**src/rtl/alumode_seq_pkg.sv**
```systemverilog
// -----------------------------------------------------------------------------
// dsp_ctrl_pkg
// Shared types and constants for the ALUMODE sequencer.
//   - state_t     : sequencer FSM states (IDLE, LOAD, RUN, DRAIN)
//   - alumode_t   : 4-bit ALUMODE control word
//   - ALU_*       : named ALUMODE operation codes
//   - ALU_ILLEGAL_LO/HI and alu_code_illegal(): reserved code range checked
//     when ALUMODE_SEQ_CHECK_EN is defined
// -----------------------------------------------------------------------------
package dsp_ctrl_pkg;

  typedef enum logic [1:0] {
    IDLE  = 2'd0,
    LOAD  = 2'd1,
    RUN   = 2'd2,
    DRAIN = 2'd3
  } state_t;

  typedef logic [3:0] alumode_t;

  // Arithmetic operations
  localparam alumode_t ALU_ADD         = 4'b0000;  // Z + X + Y + CIN
  localparam alumode_t ALU_NOT_ADD_SUB = 4'b0001;  // -Z + (X + Y + CIN) - 1
  localparam alumode_t ALU_NOT_ADD     = 4'b0010;  // ~(Z + X + Y + CIN)
  localparam alumode_t ALU_SUB         = 4'b0011;  // Z - (X + Y + CIN)

  // Logic operations
  localparam alumode_t ALU_XOR         = 4'b0100;
  localparam alumode_t ALU_XNOR        = 4'b0101;
  localparam alumode_t ALU_XNOR_ALT    = 4'b0110;
  localparam alumode_t ALU_XOR_ALT     = 4'b0111;
  localparam alumode_t ALU_AND         = 4'b1100;
  localparam alumode_t ALU_AND_NOT     = 4'b1101;
  localparam alumode_t ALU_NAND        = 4'b1110;
  localparam alumode_t ALU_OR_NOT      = 4'b1111;

  // Reserved codes that the slice does not define
  localparam alumode_t ALU_ILLEGAL_LO  = 4'b1000;
  localparam alumode_t ALU_ILLEGAL_HI  = 4'b1011;

  function automatic logic alu_code_illegal(input alumode_t code);
    return (code >= ALU_ILLEGAL_LO) && (code <= ALU_ILLEGAL_HI);
  endfunction

endpackage

```
**src/rtl/alumode_seq_if.sv**
```systemverilog
// -----------------------------------------------------------------------------
// alumode_seq_if
// Command handshake and slice-control bundle of the ALUMODE sequencer.
//   Command side : CMD_VALID, CMD_READY, CMD_ALUMODE, CMD_COUNT, ABORT
//   Control side : ALUMODE, CEALUMODE, RSTALUMODE, CEP, RSTP, BUSY, DONE
//   ERR          : only present when ALUMODE_SEQ_CHECK_EN is defined
// Modports:
//   master : command issuer / control consumer
//   slave  : the sequencer itself
// -----------------------------------------------------------------------------
interface alumode_seq_if #(
  parameter int CNT_W = 8
);
  logic             CMD_VALID;
  logic             CMD_READY;
  logic [3:0]       CMD_ALUMODE;
  logic [CNT_W-1:0] CMD_COUNT;
  logic             ABORT;
  logic [3:0]       ALUMODE;
  logic             CEALUMODE;
  logic             RSTALUMODE;
  logic             CEP;
  logic             RSTP;
  logic             BUSY;
  logic             DONE;
`ifdef ALUMODE_SEQ_CHECK_EN
  logic             ERR;

  modport master (
    output CMD_VALID, CMD_ALUMODE, CMD_COUNT, ABORT,
    input  CMD_READY, ALUMODE, CEALUMODE, RSTALUMODE, CEP, RSTP, BUSY, DONE, ERR
  );

  modport slave (
    input  CMD_VALID, CMD_ALUMODE, CMD_COUNT, ABORT,
    output CMD_READY, ALUMODE, CEALUMODE, RSTALUMODE, CEP, RSTP, BUSY, DONE, ERR
  );
`else
  modport master (
    output CMD_VALID, CMD_ALUMODE, CMD_COUNT, ABORT,
    input  CMD_READY, ALUMODE, CEALUMODE, RSTALUMODE, CEP, RSTP, BUSY, DONE
  );

  modport slave (
    input  CMD_VALID, CMD_ALUMODE, CMD_COUNT, ABORT,
    output CMD_READY, ALUMODE, CEALUMODE, RSTALUMODE, CEP, RSTP, BUSY, DONE
  );
`endif
endinterface

```
**src/rtl/alumode_seq_cnt.sv**
```systemverilog
// -----------------------------------------------------------------------------
// alumode_seq_cnt
// Loadable CNT_W-bit down-counter with a terminal-count flag. The sequencer
// reuses it for both the RUN (accumulate) and DRAIN (latency) phases.
// Ports:
//   clk_i      : clock
//   rst_i      : asynchronous active-high reset
//   load_i     : load load_val_i (has priority over dec_i)
//   load_val_i : value to load
//   dec_i      : decrement by one (holds at zero)
//   tc_o       : terminal count, high while the count equals 1
// -----------------------------------------------------------------------------
module alumode_seq_cnt #(
  parameter int CNT_W = 8
) (
  input  logic             clk_i,
  input  logic             rst_i,
  input  logic             load_i,
  input  logic [CNT_W-1:0] load_val_i,
  input  logic             dec_i,
  output logic             tc_o
);

  logic [CNT_W-1:0] cnt_q;
  logic [CNT_W-1:0] cnt_d;

  always_comb begin
    cnt_d = cnt_q;
    if (load_i) begin
      cnt_d = load_val_i;
    end else if (dec_i && (cnt_q != '0)) begin
      cnt_d = cnt_q - CNT_W'(1);
    end
  end

  always_ff @(posedge clk_i or posedge rst_i) begin
    if (rst_i) begin
      cnt_q <= '0;
    end else begin
      cnt_q <= cnt_d;
    end
  end

  // Terminal count at 1 (not 0) so the phase that loaded N lasts exactly N
  // cycles and a full-scale count never has to represent N+1.
  assign tc_o = (cnt_q == CNT_W'(1));

endmodule

```
**src/rtl/alumode_seq.sv**
```systemverilog
// -----------------------------------------------------------------------------
// alumode_seq
// Command-driven sequencer producing the ALUMODE control word and the
// clock-enable / reset strobes for the DSP slice ALUMODE and P registers.
// One command per CMD_VALID/CMD_READY handshake: load ALUMODE (LOAD, 1 cycle),
// enable P for max(CMD_COUNT,1) cycles (RUN), wait PIPE_LAT cycles (DRAIN),
// then pulse DONE in the first IDLE cycle. ABORT in any busy state returns
// to IDLE with one-cycle RSTALUMODE/RSTP strobes and ALUMODE cleared.
// Parameters:
//   CNT_W    : width of the repeat-count field
//   PIPE_LAT : cycles from last P-enable to stable P (0..15)
// Ports:
//   CLK : clock, rising edge
//   RST : asynchronous active-high reset
//   bus : alumode_seq_if.slave (command handshake + slice control outputs)
// Configuration macro:
//   ALUMODE_SEQ_CHECK_EN : reject codes 4'b1000..4'b1011 with a one-cycle ERR
//                          pulse instead of sequencing them; adds the ERR port.
// All outputs are registered.
// -----------------------------------------------------------------------------
module alumode_seq
  import dsp_ctrl_pkg::*;
#(
  parameter int CNT_W    = 8,
  parameter int PIPE_LAT = 2
) (
  input  logic         CLK,
  input  logic         RST,
  alumode_seq_if.slave bus
);

  localparam logic [CNT_W-1:0] LAT_V = CNT_W'(PIPE_LAT);

  state_t           state_q;
  alumode_t         alumode_q;
  logic             ceal_q;
  logic             rstal_q;
  logic             cep_q;
  logic             rstp_q;
  logic             busy_q;
  logic             done_q;
  logic             ready_q;

  logic             hs;
  logic             illegal;
  logic [CNT_W-1:0] cmd_cnt_eff;
  logic             cnt_load;
  logic             cnt_dec;
  logic [CNT_W-1:0] cnt_val;
  logic             cnt_tc;

  assign hs          = bus.CMD_VALID & ready_q;
  assign cmd_cnt_eff = (bus.CMD_COUNT == '0) ? CNT_W'(1) : bus.CMD_COUNT;

`ifdef ALUMODE_SEQ_CHECK_EN
  logic err_q;
  assign illegal = alu_code_illegal(bus.CMD_ALUMODE);
  assign bus.ERR = err_q;
`else
  assign illegal = 1'b0;
`endif

  // Counter control: the command count is loaded on acceptance, then the
  // same counter is reloaded with PIPE_LAT as RUN finishes.
  always_comb begin
    cnt_load = 1'b0;
    cnt_dec  = 1'b0;
    cnt_val  = cmd_cnt_eff;
    case (state_q)
      IDLE: begin
        cnt_load = hs & ~bus.ABORT & ~illegal;
      end
      RUN: begin
        if (!bus.ABORT) begin
          if (cnt_tc) begin
            cnt_load = (PIPE_LAT != 0);
            cnt_val  = LAT_V;
          end else begin
            cnt_dec = 1'b1;
          end
        end
      end
      DRAIN: begin
        cnt_dec = ~bus.ABORT & ~cnt_tc;
      end
      default: ;
    endcase
  end

  alumode_seq_cnt #(
    .CNT_W (CNT_W)
  ) u_cnt (
    .clk_i      (CLK),
    .rst_i      (RST),
    .load_i     (cnt_load),
    .load_val_i (cnt_val),
    .dec_i      (cnt_dec),
    .tc_o       (cnt_tc)
  );

  // Outputs are computed for the state being entered, so every control
  // line is a flop and aligns with the state it describes.
  always_ff @(posedge CLK or posedge RST) begin
    if (RST) begin
      state_q   <= IDLE;
      alumode_q <= '0;
      ceal_q    <= 1'b0;
      rstal_q   <= 1'b0;
      cep_q     <= 1'b0;
      rstp_q    <= 1'b0;
      busy_q    <= 1'b0;
      done_q    <= 1'b0;
      ready_q   <= 1'b1;
`ifdef ALUMODE_SEQ_CHECK_EN
      err_q     <= 1'b0;
`endif
    end else begin
      // Single-cycle strobes default low
      ceal_q  <= 1'b0;
      rstal_q <= 1'b0;
      rstp_q  <= 1'b0;
      done_q  <= 1'b0;
`ifdef ALUMODE_SEQ_CHECK_EN
      err_q   <= 1'b0;
`endif
      if ((state_q != IDLE) && bus.ABORT) begin
        state_q   <= IDLE;
        alumode_q <= '0;
        rstal_q   <= 1'b1;
        rstp_q    <= 1'b1;
        cep_q     <= 1'b0;
        busy_q    <= 1'b0;
        ready_q   <= 1'b1;
      end else begin
        case (state_q)
          IDLE: begin
            // ABORT alongside a handshake consumes and drops the command
            if (hs && !bus.ABORT) begin
              if (illegal) begin
`ifdef ALUMODE_SEQ_CHECK_EN
                err_q <= 1'b1;
`endif
              end else begin
                state_q   <= LOAD;
                alumode_q <= bus.CMD_ALUMODE;
                ceal_q    <= 1'b1;
                busy_q    <= 1'b1;
                ready_q   <= 1'b0;
              end
            end
          end
          LOAD: begin
            state_q <= RUN;
            cep_q   <= 1'b1;
          end
          RUN: begin
            if (cnt_tc) begin
              cep_q <= 1'b0;
              if (PIPE_LAT == 0) begin
                state_q <= IDLE;
                done_q  <= 1'b1;
                busy_q  <= 1'b0;
                ready_q <= 1'b1;
              end else begin
                state_q <= DRAIN;
              end
            end
          end
          DRAIN: begin
            if (cnt_tc) begin
              state_q <= IDLE;
              done_q  <= 1'b1;
              busy_q  <= 1'b0;
              ready_q <= 1'b1;
            end
          end
          default: begin
            state_q <= IDLE;
            busy_q  <= 1'b0;
            ready_q <= 1'b1;
          end
        endcase
      end
    end
  end

  assign bus.CMD_READY  = ready_q;
  assign bus.ALUMODE    = alumode_q;
  assign bus.CEALUMODE  = ceal_q;
  assign bus.RSTALUMODE = rstal_q;
  assign bus.CEP        = cep_q;
  assign bus.RSTP       = rstp_q;
  assign bus.BUSY       = busy_q;
  assign bus.DONE       = done_q;

endmodule

```
**src/flat_wrapper.sv**
```systemverilog
// flat-port wrapper written by rule: the top's interface ports become plain ports
module alumode_seq_flat import dsp_ctrl_pkg::*;
#(
  parameter int CNT_W    = 8,
  parameter int PIPE_LAT = 2
)
  (CLK, RST, bus_CMD_VALID, bus_CMD_ALUMODE, bus_CMD_COUNT, bus_ABORT, bus_CMD_READY, bus_ALUMODE, bus_CEALUMODE, bus_RSTALUMODE, bus_CEP, bus_RSTP, bus_BUSY, bus_DONE);
  alumode_seq_if #(.CNT_W(CNT_W)) bus_i ();
  input  logic CLK;
  input  logic RST;
  input wire logic [$bits(bus_i.CMD_VALID)-1:0] bus_CMD_VALID;
  input wire logic [$bits(bus_i.CMD_ALUMODE)-1:0] bus_CMD_ALUMODE;
  input wire logic [$bits(bus_i.CMD_COUNT)-1:0] bus_CMD_COUNT;
  input wire logic [$bits(bus_i.ABORT)-1:0] bus_ABORT;
  output wire logic [$bits(bus_i.CMD_READY)-1:0] bus_CMD_READY;
  output wire logic [$bits(bus_i.ALUMODE)-1:0] bus_ALUMODE;
  output wire logic [$bits(bus_i.CEALUMODE)-1:0] bus_CEALUMODE;
  output wire logic [$bits(bus_i.RSTALUMODE)-1:0] bus_RSTALUMODE;
  output wire logic [$bits(bus_i.CEP)-1:0] bus_CEP;
  output wire logic [$bits(bus_i.RSTP)-1:0] bus_RSTP;
  output wire logic [$bits(bus_i.BUSY)-1:0] bus_BUSY;
  output wire logic [$bits(bus_i.DONE)-1:0] bus_DONE;
  assign bus_i.CMD_VALID = bus_CMD_VALID;
  assign bus_i.CMD_ALUMODE = bus_CMD_ALUMODE;
  assign bus_i.CMD_COUNT = bus_CMD_COUNT;
  assign bus_i.ABORT = bus_ABORT;
  assign bus_CMD_READY = bus_i.CMD_READY;
  assign bus_ALUMODE = bus_i.ALUMODE;
  assign bus_CEALUMODE = bus_i.CEALUMODE;
  assign bus_RSTALUMODE = bus_i.RSTALUMODE;
  assign bus_CEP = bus_i.CEP;
  assign bus_RSTP = bus_i.RSTP;
  assign bus_BUSY = bus_i.BUSY;
  assign bus_DONE = bus_i.DONE;
  alumode_seq #(.CNT_W(CNT_W), .PIPE_LAT(PIPE_LAT)) u_core (.CLK(CLK), .RST(RST), .bus(bus_i));
endmodule
```
**config.mk**
```make
export PLATFORM = sky130hd
export DESIGN_NAME = alumode_seq_flat
export DESIGN_NICKNAME = d
export VERILOG_FILES = /design/src/rtl/alumode_seq_pkg.sv /design/src/rtl/alumode_seq_if.sv /design/src/rtl/alumode_seq_cnt.sv /design/src/rtl/alumode_seq.sv /design/src/flat_wrapper.sv
export SDC_FILE = /design/constraint.sdc
export NUM_CORES = 1
export LEC_CHECK = 0
export ABC_AREA = 1
export CORE_ASPECT_RATIO = 1.5
export CORE_MARGIN = 5
export CORE_UTILIZATION = 26
export DETAILED_ROUTE_END_ITERATION = 10
export GPL_ROUTABILITY_DRIVEN = 0
export GPL_TIMING_DRIVEN = 0
export PLACE_DENSITY = 0.5
export SLEW_MARGIN = 10
export SYNTH_ARGS = -nofsm -noshare
export SYNTH_HDL_FRONTEND = slang
export SYNTH_SLANG_ARGS = --single-unit
```
**constraint.sdc**
```tcl
create_clock -name CLK -period 1.85 [get_ports CLK]
set_clock_uncertainty 0.1 [all_clocks]
set_input_delay 0.37 -clock CLK [delete_from_list [all_inputs] [get_ports CLK]]
set_output_delay 0.37 -clock CLK [all_outputs]
set_load 0.02 [all_outputs]
```
==> flow_metrics.env, run 1 <==
export IMPL_vias_per_cell=4.36
export IMPL_startpoint_type="register"
export IMPL_routed_wl_mm=3.22
export IMPL_layout_commonest_cell="nand2_1"
export IMPL_final_util_pct=34.7
export IMPL_netlist_instances=177
export IMPL_n_antenna_cell=0
export IMPL_cts_sinks=20
export IMPL_max_freq_ghz=0.566
export IMPL_setup_viol=0
export IMPL_crit_arrival_ns=1.30
export IMPL_drcViolationCount=0
export IMPL_period_share_pct=95.5
export IMPL_grt_pass1_vias=1238
export IMPL_fin_crit_ns=1.77
export IMPL_dieWidth_um=68.4
export IMPL_clk_transition_reported_paths_ns=0.08
export IMPL_timing_hold_ws_ns=0.383
export IMPL_cts_root_buf="clkbuf_8"
export IMPL_async_reset_ff_share_pct=100
export IMPL_critical_path_startpoint="u_core.bus.RSTP"
export IMPL_insertion_delay_ns=0.26
export IMPL_syn_avg_cell_area_um2=7.52
export IMPL_ant_nets=0
export IMPL_vdd_ir_drop_max_uv=929
export IMPL_slew_headroom_pct=49.2
export IMPL_cts_tree="built"
export IMPL_hold_violations=0
export IMPL_grt_pass1_wl_mm=5.38
export IMPL_row_count=32
export IMPL_ys_types=28
export IMPL_cp_required_ns=1.38
export IMPL_worstHoldStart="u_core.bus.BUSY"
export IMPL_ys_warn_count=0
export IMPL_drt_initial_drc_count=30
export IMPL_path_max_fanout=2
export IMPL_grt_ovfl_total=0
export IMPL_ys_seq_area_share_pct=37.7
export IMPL_fin_ws_ns=0.0836
export IMPL_power_leakage_nw=0.844
export IMPL_power_density_nw_per_um2=1560
export IMPL_nets=229
export IMPL_antenna_found_initial=0
export IMPL_synthFlopType="dfrtp_1"
export IMPL_syn2layout_area_growth_pct=31.7
export IMPL_nFillCells=571
export IMPL_tightest_slew_ns=0.760
export IMPL_clk_path_buf_depth=2
export IMPL_worst_setup_path_end_kind="primary output"
export IMPL_synth_edf_count=0
export IMPL_track_usage_pct=10.4
export IMPL_hp_class="register to register"
export IMPL_route_detailed_wl_per_inst_um=11.7
export IMPL_slew_viol_final=0
export IMPL_ys_ff_latch=20
export IMPL_fp_dieH_um=97.6
export IMPL_design_die_area_um2=6680
export IMPL_post_cts_setup_buffers=0
export IMPL_cts_buffers=3
export IMPL_netlist_area_um2=1330
export IMPL_drive_gt1_share_pct=15.5
export IMPL_first_pass_iters=4
export IMPL_status="finished, final reports clean"
export IMPL_io_buffers=26
export IMPL_dp_slack_ns=-0.0885
export IMPL_htree_levels=1
export IMPL_grt_max_degree=21
export IMPL_initial_core_util_pct=26.4
export IMPL_pin_count=27
export IMPL_r2r_start="u_core.state_q[0]"
export IMPL_hpwl_mm=2.58
export IMPL_layout_common_cells="nand2_1 (50), nand3_1 (30), clkdlybuf4s50_1 (25)"
export IMPL_core_area_um2=5040
export IMPL_vias=1198
export IMPL_critical_path_class="register to primary output"
export IMPL_max_cap_violations=0
export IMPL_synth_fp_nets=198
[through the flow]
stage | area (um2) | setup TNS [ns] | total power [W] | std cells
3_3_place_gp | 1680 | -0.632 | 0.00240 | 271
6_report | 1750 | 0 | 0.00274 | 275
4_1_cts | 1730 | 0 | 0.00274 | 275
3_5_place_dp | 1680 | -0.453 | 0.00239 | 271
5_1_grt | 1750 | -0.0407 | 0.00300 | 275
2_1_floorplan | 1330 | 0 | 0.00194 | 177
[critical path: stages (launching register included)]
cell and delay [ns]:
dfrtp_1 0.35, buf_4 0.10, clkdlybuf4s50_1 0.58
[kinds of logic after synthesis]
family | count (synthesis) | share of synthesized area, %
fa+ha+maj | 5 | 4.70
buf+inv | 26 | 7.99
simple gates | 113 | 43.2
compound gates | 12 | 5.73
flops | 20 | 37.7
xor+xnor | 1 | 0.658
[Yosys cell counts (2+ instances only)]
| master | instances | area [um2] |
|---|---|---|
| o21ai_1 | 3 | 15.0 |
| ha_1 | 5 | 62.6 |
| o21ai_0 | 5 | 25.0 |
| inv_1 | 15 | 56.3 |
| nand4_1 | 3 | 18.8 |
| nor2_4 | 2 | 22.5 |
| nand2_4 | 3 | 33.8 |
| nand3_1 | 30 | 150 |
| dfrtp_1 | 19 | 475 |
| nand2_1 | 50 | 188 |
| nor2_1 | 15 | 56.3 |
| nand3_2 | 2 | 20.0 |
| buf_2 | 2 | 10.0 |
| inv_2 | 7 | 26.3 |
| nor3_1 | 3 | 15.0 |
[path summary, 6_finish.rpt]
| kind | end | slack, ns | cells past startpoint |
|---|---|---|---|
| max reg2reg | u_core.u_cnt.cnt_q[5] | 0.14 | 9 |
| max in group asynchronous | u_core.u_cnt.cnt_q[5] | 0.73 | 2 |
| min reg2reg | u_core.bus.BUSY | 0.38 | 2 |
| min | u_core.bus.BUSY | 0.38 | 2 |
| max | bus_RSTP | 0.08 | 2 |
| min in group asynchronous | u_core.bus.CEP | 0.45 | 2 |
[registers in the layout, summed over array words and instances (netlist names)]
signal and cells:
u_core.bus.DONE 1, u_core.bus.ALUMODE 4, u_core.bus.BUSY 1, u_core.bus.CMD_READY 1, u_core.state_q 2, u_core.bus.RSTP 1
u_core.bus.CEP 1, u_core.bus.CEALUMODE 1, u_core.u_cnt.cnt_q 8
[report_power, final]
| group | internal, W | switching [W] | total [W] |
|---|---|---|---|
| sequential | 0.000621 | 0.000182 | 0.000802 |
| clock | 0.000189 | 0.000144 | 0.000333 |
| combinational | 0.000662 | 0.000942 | 0.00160 |
[final cells by class]
type                    count  area [um2]  share of cell area, %
clock buffers               4        55.1                   3.14
inverters                  23        88.8                   5.07
multi-input cells         131         743                   42.4
repair buffers             26         259                   14.8
plain buffers               3        20.0                   1.14
flip-flops and latches     20         502                   28.6
well taps                  68        85.1                   4.85
[repair_timing]
item,CTS,global route
hold buffers,0,0
endpoints found under the setup margin,4,8
gates resized for setup,2,4
[routing by layer]
layer	GRT usage (%)	part of all wire [%]	vias to the layer above
met5	0	0	-
met4	3.68	1.4	0
met3	1.85	4.4	4
met2	17.9	51	20
met1	12.3	43	543
li1	-	-	631
No activity file was read; power rests on OpenSTA's default activity.
==> inputs of run 2 (changes only) <==
--- a/config.mk
+++ b/config.mk
@@ -6,8 +6,7 @@
 export NUM_CORES = 1
 export LEC_CHECK = 0
 export ABC_AREA = 1
-export CORE_ASPECT_RATIO = 1.5
-export CORE_MARGIN = 5
+export CORE_ASPECT_RATIO = 1.75
 export CORE_UTILIZATION = 26
 export DETAILED_ROUTE_END_ITERATION = 10
 export GPL_ROUTABILITY_DRIVEN = 0
==> run 2 against run 1 <==
  * Worst setup slack worse by 0.035 ns
  * Sequential share of layout area about the same
  * Wire length up 4.5%
  * Register-to-register slack worse by 0.09 ns
  * Fmax down 1.9%
  * Critical path depth up 6
  * Critical path type is now register to register
  * Design area about the same
  * Sequential power about the same
  * Worst hold slack better by 0.00079 ns
  * Total power up 5.6%
==> flow_metrics.env, run 2 (same netlist as run 1, synthesis figures left out) <==
export IMPL_cts_buffers=3
export IMPL_max_cap_violations=0
export IMPL_setup_viol=0
export IMPL_n_antenna_cell=0
export IMPL_crit_arrival_ns=1.86
export IMPL_syn2layout_area_growth_pct=31.6
export IMPL_grt_max_degree=21
export IMPL_clk_transition_reported_paths_ns=0.08
export IMPL_grt_pass1_wl_mm=5.66
export IMPL_pwr_share_clk_pct=15.5
export IMPL_hpwl_mm=2.66
export IMPL_power_leakage_nw=0.851
export IMPL_timing_hold_ws_ns=0.384
export IMPL_max_flop_register="u_core.u_cnt.cnt_q"
export IMPL_cts_hold_buffers=0
export IMPL_startpoint_type="register"
export IMPL_initial_core_util_pct=27.0
export IMPL_final_cells=261
export IMPL_placed_cell_area_um2=1660
export IMPL_power_density_nw_per_um2=1650
export IMPL_cts_tree="built"
export IMPL_vdd_ir_drop_max_uv=721
export IMPL_row_count=34
export IMPL_ant_nets=0
export IMPL_largest_reg_flops=8
export IMPL_path_max_fanout=10
export IMPL_p_switching_w=0.00132
export IMPL_dp_cells=257
export IMPL_clk_path_buf_depth=2
export IMPL_critical_path_class="register to register"
export IMPL_rsz0062_at_grt="no"
export IMPL_seq_area_um2=502
export IMPL_seq_power_share_pct=27.6
export IMPL_insertion_delay_ns=0.27
export IMPL_pin_count=27
export IMPL_p_total_w=0.00289
export IMPL_dp_slack_ns=-0.139
export IMPL_antenna_found_initial=0
export IMPL_layout_commonest_cell="nand2_1"
export IMPL_sw_frac_of_total_pct=45.5
export IMPL_slew_viol_final=0
export IMPL_worst_setup_path_end_kind="register"
export IMPL_route_detailed_wl_per_inst_um=12.9
export IMPL_hp_class="register to register"
export IMPL_io_buffers=26
export IMPL_drt_initial_drc_count=11
export IMPL_drive_gt1_share_pct=15.5
export IMPL_multiInputGateArea_um2=743
export IMPL_fin_area_um2=1750
export IMPL_dieWidth_um=56.1
export IMPL_cts_sinks=20
export IMPL_internal_power_w=0.00158
export IMPL_nets=229
export IMPL_status="finished, final reports clean"
export IMPL_layout_common_cells="nand2_1 (50), nand3_1 (30), clkdlybuf4s50_1 (25)"
export IMPL_tightest_slew_ns=0.790
export IMPL_slew_headroom_pct=47.3
export IMPL_fp_dieH_um=96.7
export IMPL_power_frac_comb_pct=56.8
export IMPL_period_share_pct=97.4
export IMPL_cp_required_ns=1.91
export IMPL_htree_levels=1
export IMPL_grt_pass1_vias=1288
export IMPL_core_area_um2=4930
export IMPL_nFillCells=547
export IMPL_routed_wl_mm=3.37
export IMPL_r2r_setup_slack_ns=0.05
export IMPL_vias_per_cell=4.74
export IMPL_cts_root_buf="clkbuf_8"
export IMPL_grt_ovfl_total=0
export IMPL_hold_violations=0
export IMPL_fin_crit_ns=1.80
export IMPL_vias=1238
export IMPL_first_pass_iters=4
export IMPL_track_usage_pct=13.3
export IMPL_drcViolationCount=0
export IMPL_max_freq_ghz=0.555
export IMPL_fin_ws_ns=0.0486
export IMPL_design_die_area_um2=5420
## run 2: path summary, 6_finish.rpt
path / from / end / depth (start not counted)
max: u_core.state_q[0] / u_core.u_cnt.cnt_q[7] / 8
min: u_core.bus.BUSY / u_core.bus.BUSY / 2
max reg2reg: u_core.state_q[0] / u_core.u_cnt.cnt_q[7] / 8
min reg2reg: u_core.bus.BUSY / u_core.bus.BUSY / 2
max in group asynchronous: RST / u_core.bus.BUSY / 2
min in group asynchronous: RST / u_core.bus.ALUMODE[0] / 2
## run 2: cell type report
| type | instances | area share (%) |
|---|---|---|
| multi-input cells | 131 | 42.4 |
| flip-flops and latches | 20 | 28.6 |
| repair buffers | 26 | 14.8 |
| inverters | 23 | 5.07 |
| well taps | 54 | 3.86 |
| clock buffers | 3 | 2.36 |
| clock inverters | 1 | 1.71 |
| plain buffers | 3 | 1.14 |
## run 2: routing by layer
metal	vias to the layer above	part of all wire [%]	global-route usage (%)
li1	628	-	-
met1	582	39	13.7
met2	19	56	25.5
met3	9	1.6	1.34
met4	0	3.7	6.75
met5	-	0	0
## run 2: through the flow
step | setup TNS (ns) | utilization (%)
final | 0 | 35.5
after global placement | -0.732 | 33.6
after floorplan | 0 | -
after global routing | 0 | 35.5
after CTS | 0 | 35.2
after detailed placement | -0.612 | 33.6
## run 2: what timing repair did
item                                    in CTS  in global routing
pin swaps                                    0                  0
buffers inserted                             0                  0
gates resized for setup                      3                  3
endpoints found under the setup margin       9                  8
## run 2: power by group through the flow
stage                     Clock (W)  Sequential, W  Combinational [W]
after floorplan                   0       0.000857            0.00109
after global placement            0       0.000806            0.00160
after detailed placement          0       0.000805            0.00160
after CTS                  0.000459       0.000800            0.00162
after global routing       0.000472       0.000823            0.00186
final                      0.000450       0.000799            0.00164
## run 2: critical path, stage by stage (launching register included)
cell and delay [ns]:
dfrtp_1 0.40, inv_1 0.09, ha_2 0.24, nand4_4 0.17
buf_2 0.25, nor2_1 0.24, nor2_1 0.08, nand3_1 0.09
nand2_1 0.05
==> inputs of run 3 (changes only) <==
--- a/config.mk
+++ b/config.mk
@@ -6,7 +6,7 @@
 export NUM_CORES = 1
 export LEC_CHECK = 0
 export ABC_AREA = 1
-export CORE_ASPECT_RATIO = 1.75
+export CORE_ASPECT_RATIO = 1.5
 export CORE_UTILIZATION = 26
 export DETAILED_ROUTE_END_ITERATION = 10
 export GPL_ROUTABILITY_DRIVEN = 0
==> run 3 against run 2 <==
  * Flip-flop and latch count is the same
  * Non-clock buffer count unchanged
  * Worst setup slack gained 0.052 ns
  * Largest cell class unchanged
  * Largest power group unchanged
==> flow_metrics.env, run 3 (same netlist as run 1, synthesis figures left out) <==
export IMPL_layout_commonest_cell="nand2_1"
export IMPL_tightest_slew_ns=0.807
export IMPL_n_antenna_cell=0
export IMPL_grt_pass1_wl_mm=5.34
export IMPL_max_cap_violations=0
export IMPL_hp_class="register to register"
export IMPL_vias=1218
export IMPL_cts_root_buf="clkbuf_8"
export IMPL_seq_power_share_pct=29.1
export IMPL_power_density_nw_per_um2=1570
export IMPL_core_area_um2=4890
export IMPL_htree_levels=1
export IMPL_drt_initial_drc_count=18
export IMPL_dp_slack_ns=-0.122
export IMPL_vias_per_cell=4.46
export IMPL_startpoint_type="register"
export IMPL_routed_wl_mm=3.16
export IMPL_grt_ovfl_total=0
export IMPL_largest_reg_flops=8
export IMPL_drive_gt1_share_pct=16.4
export IMPL_cpMaxStageDelayCell="clkdlybuf4s50_1"
export IMPL_nets=229
export IMPL_cts_buffers=3
export IMPL_dieWidth_um=60.4
export IMPL_grt_pass1_vias=1278
export IMPL_crit_family="buffers and inverters"
export IMPL_route_detailed_wl_per_inst_um=11.6
export IMPL_path_max_fanout=2
export IMPL_ant_nets=0
export IMPL_critical_path_class="register to primary output"
export IMPL_drcViolationCount=0
export IMPL_max_flop_register="u_core.u_cnt.cnt_q"
export IMPL_pin_count=27
export IMPL_cpPeakStageDelay_ns=0.58
export IMPL_cts_tree="built"
export IMPL_cts_sinks=20
export IMPL_internal_power_w=0.00148
export IMPL_period_share_pct=94.6
export IMPL_power_frac_comb_pct=58.8
export IMPL_vdd_ir_drop_max_uv=705
export IMPL_fin_crit_ns=1.75
export IMPL_grt_max_degree=21
export IMPL_critical_path_cell_chain="buf_4, clkdlybuf4s50_1"
export IMPL_dp_cells=269
export IMPL_crit_arrival_ns=1.28
export IMPL_setup_viol=0
export IMPL_pwr_share_clk_pct=12.1
export IMPL_track_usage_pct=13.2
export IMPL_layout_common_cells="nand2_1 (50), nand3_1 (30), clkdlybuf4s50_1 (25)"
export IMPL_insertion_delay_ns=0.25
export IMPL_cp_required_ns=1.38
export IMPL_slew_viol_final=0
export IMPL_syn2layout_area_growth_pct=31.7
export IMPL_p_total_w=0.00275
export IMPL_power_leakage_nw=0.843
export IMPL_fin_ws_ns=0.100
export IMPL_rsz0062_at_grt="no"
export IMPL_critPathBufInv=2
export IMPL_design_die_area_um2=5420
export IMPL_initial_core_util_pct=27.2
export IMPL_first_pass_iters=4
export IMPL_fp_dieH_um=89.6
export IMPL_max_freq_ghz=0.572
export IMPL_hpwl_mm=2.49
export IMPL_p_switching_w=0.00127
export IMPL_cts_hold_buffers=0
export IMPL_final_cells=273
export IMPL_fin_area_um2=1750
export IMPL_placed_cell_area_um2=1670
export IMPL_slew_headroom_pct=46.1
export IMPL_clk_transition_reported_paths_ns=0.07
export IMPL_clk_path_buf_depth=2
export IMPL_sw_frac_of_total_pct=46.3
export IMPL_io_buffers=26
export IMPL_worst_setup_path_end_kind="primary output"
export IMPL_hold_violations=0
export IMPL_row_count=31
export IMPL_antenna_found_initial=0
export IMPL_status="finished, final reports clean"
[run 3: changes by cell type in the layout (fill, tap and decap cells not counted)]
| cell | previous run | this run |
|---|---|---|
| inv_2 | 7 | 8 |
| nor2_1 | 15 | 14 |
| bufinv_16 | 1 | 0 |
| inv_1 | 15 | 14 |
| clkbuf_8 | 3 | 4 |
| nor2_2 | 1 | 2 |
[run 3: timing repair]
item | CTS | global route
gates resized for setup | 3 | 5
setup endpoints to repair | 9 | 6
setup buffers | 0 | 0
[run 3: path summary, 6_finish.rpt]
path                                    from                    end  slack [ns]  cells past startpoint
setup / recovery             u_core.bus.RSTP               bus_RSTP        0.10                      2
hold / removal               u_core.bus.BUSY        u_core.bus.BUSY        0.38                      2
setup reg to reg           u_core.state_q[0]  u_core.u_cnt.cnt_q[7]        0.12                      8
hold reg to reg              u_core.bus.BUSY        u_core.bus.BUSY        0.38                      2
max in group asynchronous                RST  u_core.u_cnt.cnt_q[6]        0.67                      2
min in group asynchronous                RST   u_core.bus.CEALUMODE        0.46                      2
[run 3: worst register-to-register path, stage by stage, from the launching register on]
cell and delay, ns:
dfrtp_1 0.40, inv_1 0.09, ha_2 0.23, nand4_4 0.18, buf_2 0.25, nor2_1 0.16, nor2_1 0.07, nand3_1 0.09
nand2_1 0.05
[run 3: area by class of cell]
type,instances,area [um2]
fillers,551,3130
multi-input cells,131,746
flip-flops and latches,20,502
repair buffers,26,259
inverters,23,88.8
well taps,66,82.6
clock buffers,4,55.1
plain buffers,3,20.0
[run 3: through the flow]
step	hold WS (ns)	util [%]	setup TNS [ns]
3_5_place_dp	0.369	34.3	-0.652
4_1_cts	0.391	35.5	0
6_report	0.378	35.9	0
5_1_grt	0.421	35.9	0
3_3_place_gp	0.371	34.3	-0.669
2_1_floorplan	0.233	-	0
[run 3: per-layer routing]
metal,vias to the layer above,global-route usage [%],wire (um),share of wire (%)
met4,0,5.58,48,1.5
met3,4,1.72,44,1.4
met5,-,0,0,0
met1,569,14.4,1350,43
met2,16,24.8,1710,54
li1,629,-,-,-
[run 3: power groups by stage]
stage | clock network [W] | registers (W) | logic, W
after floorplan | 0 | 0.000857 | 0.00109
after CTS | 0.000351 | 0.000801 | 0.00160
final | 0.000334 | 0.000799 | 0.00162
after global placement | 0 | 0.000805 | 0.00158
after detailed placement | 0 | 0.000804 | 0.00159
after global routing | 0.000367 | 0.000826 | 0.00183
==> RTL edit (config.mk and constraints of run 3) <==
`CNT_W` is set to 8 in 4 places; all go to 9.
--- a/src/rtl/alumode_seq_if.sv
+++ b/src/rtl/alumode_seq_if.sv
@@ -9,7 +9,7 @@
 //   slave  : the sequencer itself
 // -----------------------------------------------------------------------------
 interface alumode_seq_if #(
-  parameter int CNT_W = 8
+  parameter int CNT_W = 9
 );
   logic             CMD_VALID;
   logic             CMD_READY;
--- a/src/rtl/alumode_seq_cnt.sv
+++ b/src/rtl/alumode_seq_cnt.sv
@@ -11,7 +11,7 @@
 //   tc_o       : terminal count, high while the count equals 1
 // -----------------------------------------------------------------------------
 module alumode_seq_cnt #(
-  parameter int CNT_W = 8
+  parameter int CNT_W = 9
 ) (
   input  logic             clk_i,
   input  logic             rst_i,
--- a/src/rtl/alumode_seq.sv
+++ b/src/rtl/alumode_seq.sv
@@ -21,7 +21,7 @@
 module alumode_seq
   import dsp_ctrl_pkg::*;
 #(
-  parameter int CNT_W    = 8,
+  parameter int CNT_W    = 9,
   parameter int PIPE_LAT = 2
 ) (
   input  logic         CLK,
--- a/src/flat_wrapper.sv
+++ b/src/flat_wrapper.sv
@@ -1,7 +1,7 @@
 // flat-port wrapper written by rule: the top's interface ports become plain ports
 module alumode_seq_flat import dsp_ctrl_pkg::*;
 #(
-  parameter int CNT_W    = 8,
+  parameter int CNT_W    = 9,
   parameter int PIPE_LAT = 2
 )
   (CLK, RST, bus_CMD_VALID, bus_CMD_ALUMODE, bus_CMD_COUNT, bus_ABORT, bus_CMD_READY, bus_ALUMODE, bus_CEALUMODE, bus_RSTALUMODE, bus_CEP, bus_RSTP, bus_BUSY, bus_DONE);
Ports: changed (resized bus_CMD_COUNT); port bits go from 27 to 28. No check against the original RTL was run, so the function may have changed too.
==> RTL edit against run 3 <==
  * Setup slack worse by 0.017 ns
  * Via count is 7.1% higher
  * Sequential cell count is 1 higher
  * Clock power is 5% lower
  * Largest power group unchanged
  * Sequential share of layout area is 1.4 points lower
  * Sequential power is 3.0% higher
  * Largest cell class unchanged
  * Count of clock-buffer cells in the layout is 1 lower
  * Synthesized cell count is 4.0% higher
  * Design area is 10% higher
  * Routed wire length is 9.5% higher
  * Synthesized area is 6.1% higher
  * Total power is 4.0% higher
  * First-iteration DRC count grew to 3.4 times the old value
  * Critical endpoint unchanged
==> RTL edit: results (changes against run 3) <==
Run status
Outcome: finished, final reports clean (unchanged).

Placed design
The count of port buffers added during placement was 27 (was 26). The total instance count after detailed placement is 279 (was 269). The detailed placement HPWL is 2540 um (was 2490 um). The pre-CTS setup slack is -0.151 ns (was -0.122 ns).

Timing
The fmax is 566 MHz (was 572 MHz). The worst hold-check slack is 0.385 ns (was 0.378 ns). The worst-margin pin slew is 0.804 ns (was 0.807 ns).

Logic synthesis
The mean instance size in the synthesized netlist is 7.68 um^2 (was 7.52 um^2). Synth top area cells: dfrtp_1, nand2_1, nand3_1 (unchanged). Top cell types by occurrence after synthesis: nand2_1, nand3_1, dfrtp_1 (unchanged). The post-synth net total came to 207 (was 198). The count of cell types in the netlist is 30 (was 28). The mapped cell area is 0.00141 mm^2 (was 0.00133 mm^2). The synthesized flop and latch total is 21 (was 20). The share of synthesized area occupied by flip-flops and latches came to 37.3% (was 37.7%).

Drt
The via count is 1,305 (was 1,218). The total wirelength of the detailed-routed design came to 3460 um (was 3160 um). The iteration-0 DRC count of the detailed router is 61 (was 18).

Final layout
The buffer share of cell area came to 20.2% (was 15.9%). The number of standard cells in the final layout excluding fillers is 292 (was 273). The count of nets after finishing was 248 (was 229). The number of multi-input combinational cells in the layout is 139 (was 131).

The fill cell total of the finished layout is 558 (was 551). The non-clock inverter total of the final layout is 21 (was 23). The count of clock-net buffers in the final layout is 3 (was 4).

The layout cell share with drive strength beyond 1 came to 17.9% (was 16.4%). The clock distribution area overhead in the final layout is 2.52% (was 3.14%). The fraction of area in multi-input gates is 41.3% (was 42.5%).

The flip-flop count of the largest register, all copies and words added is 9 (was 8). The largest register by flop count is u_core.u_cnt.cnt_q (unchanged).

Worst setup path
The setup slack of the most critical reg-to-reg path is 0.10 ns (was 0.12 ns). The arrival time at the worst endpoint came to 1.30 ns (was 1.28 ns). The worst flop-to-flop path endpoint is u_core.u_cnt.cnt_q[5] (was u_core.u_cnt.cnt_q[7]). The number of cell instances on the worst register-to-register path was 10 (was 8).

Pwr
The worst-case vdd ir drop was 359 uV (was 705 uV). The total leakage power is 0.975 nW (was 0.843 nW). The overall power is 2.86 mW (was 2.75 mW). The power density over cell area was 1480 mW/mm^2 (was 1570 mW/mm^2).

Global route
The overall routing resource usage came to 12.4% (was 13.2%). The number of global-route vias before repair is 1,188 (was 1,278). The first-pass GRT wire length is 5580 um (was 5340 um). The pin count of the biggest net entering global routing is 22 (was 21).

CTS
The total of cells resized after clock tree synthesis came to 1 (was 3). The clock latency at the later pin of the worst-skew pair is 0.27 ns (was 0.25 ns).
-- RTL edit: cell count changes in the layout (fill, tap and decap cells not counted), moves of 4 or more --
cell     before  now
inv_2         8    3
buf_4         1    8
o21ai_0       5    1
nand2_1      50   56
-- RTL edit: logic make-up after synthesis --
| group | synth area share (%) |
|---|---|
| and+or+nand+nor | 38.6 |
| buffers and inverters | 8.24 |
| DFF | 37.3 |
| AOI/OAI and AO/OA | 6.91 |
| adders and majority gates | 5.31 |
| xor gates and xnor gates | 3.63 |
-- RTL edit: power breakdown --
group          switching (mW)  internal, mW  total (mW)
clock network           0.166         0.153       0.318
registers               0.172         0.651       0.823
logic                   0.990         0.728        1.72
total                    1.33          1.53        2.86
-- RTL edit: metal layers --
layer | up-vias | track usage (%) | routed length [um]
li1 | 665 | - | -
met2 | 26 | 22.4 | 1860
met4 | 0 | 5.62 | 79
met3 | 8 | 1.87 | 111
met5 | - | 0 | 0
met1 | 606 | 14.1 | 1410
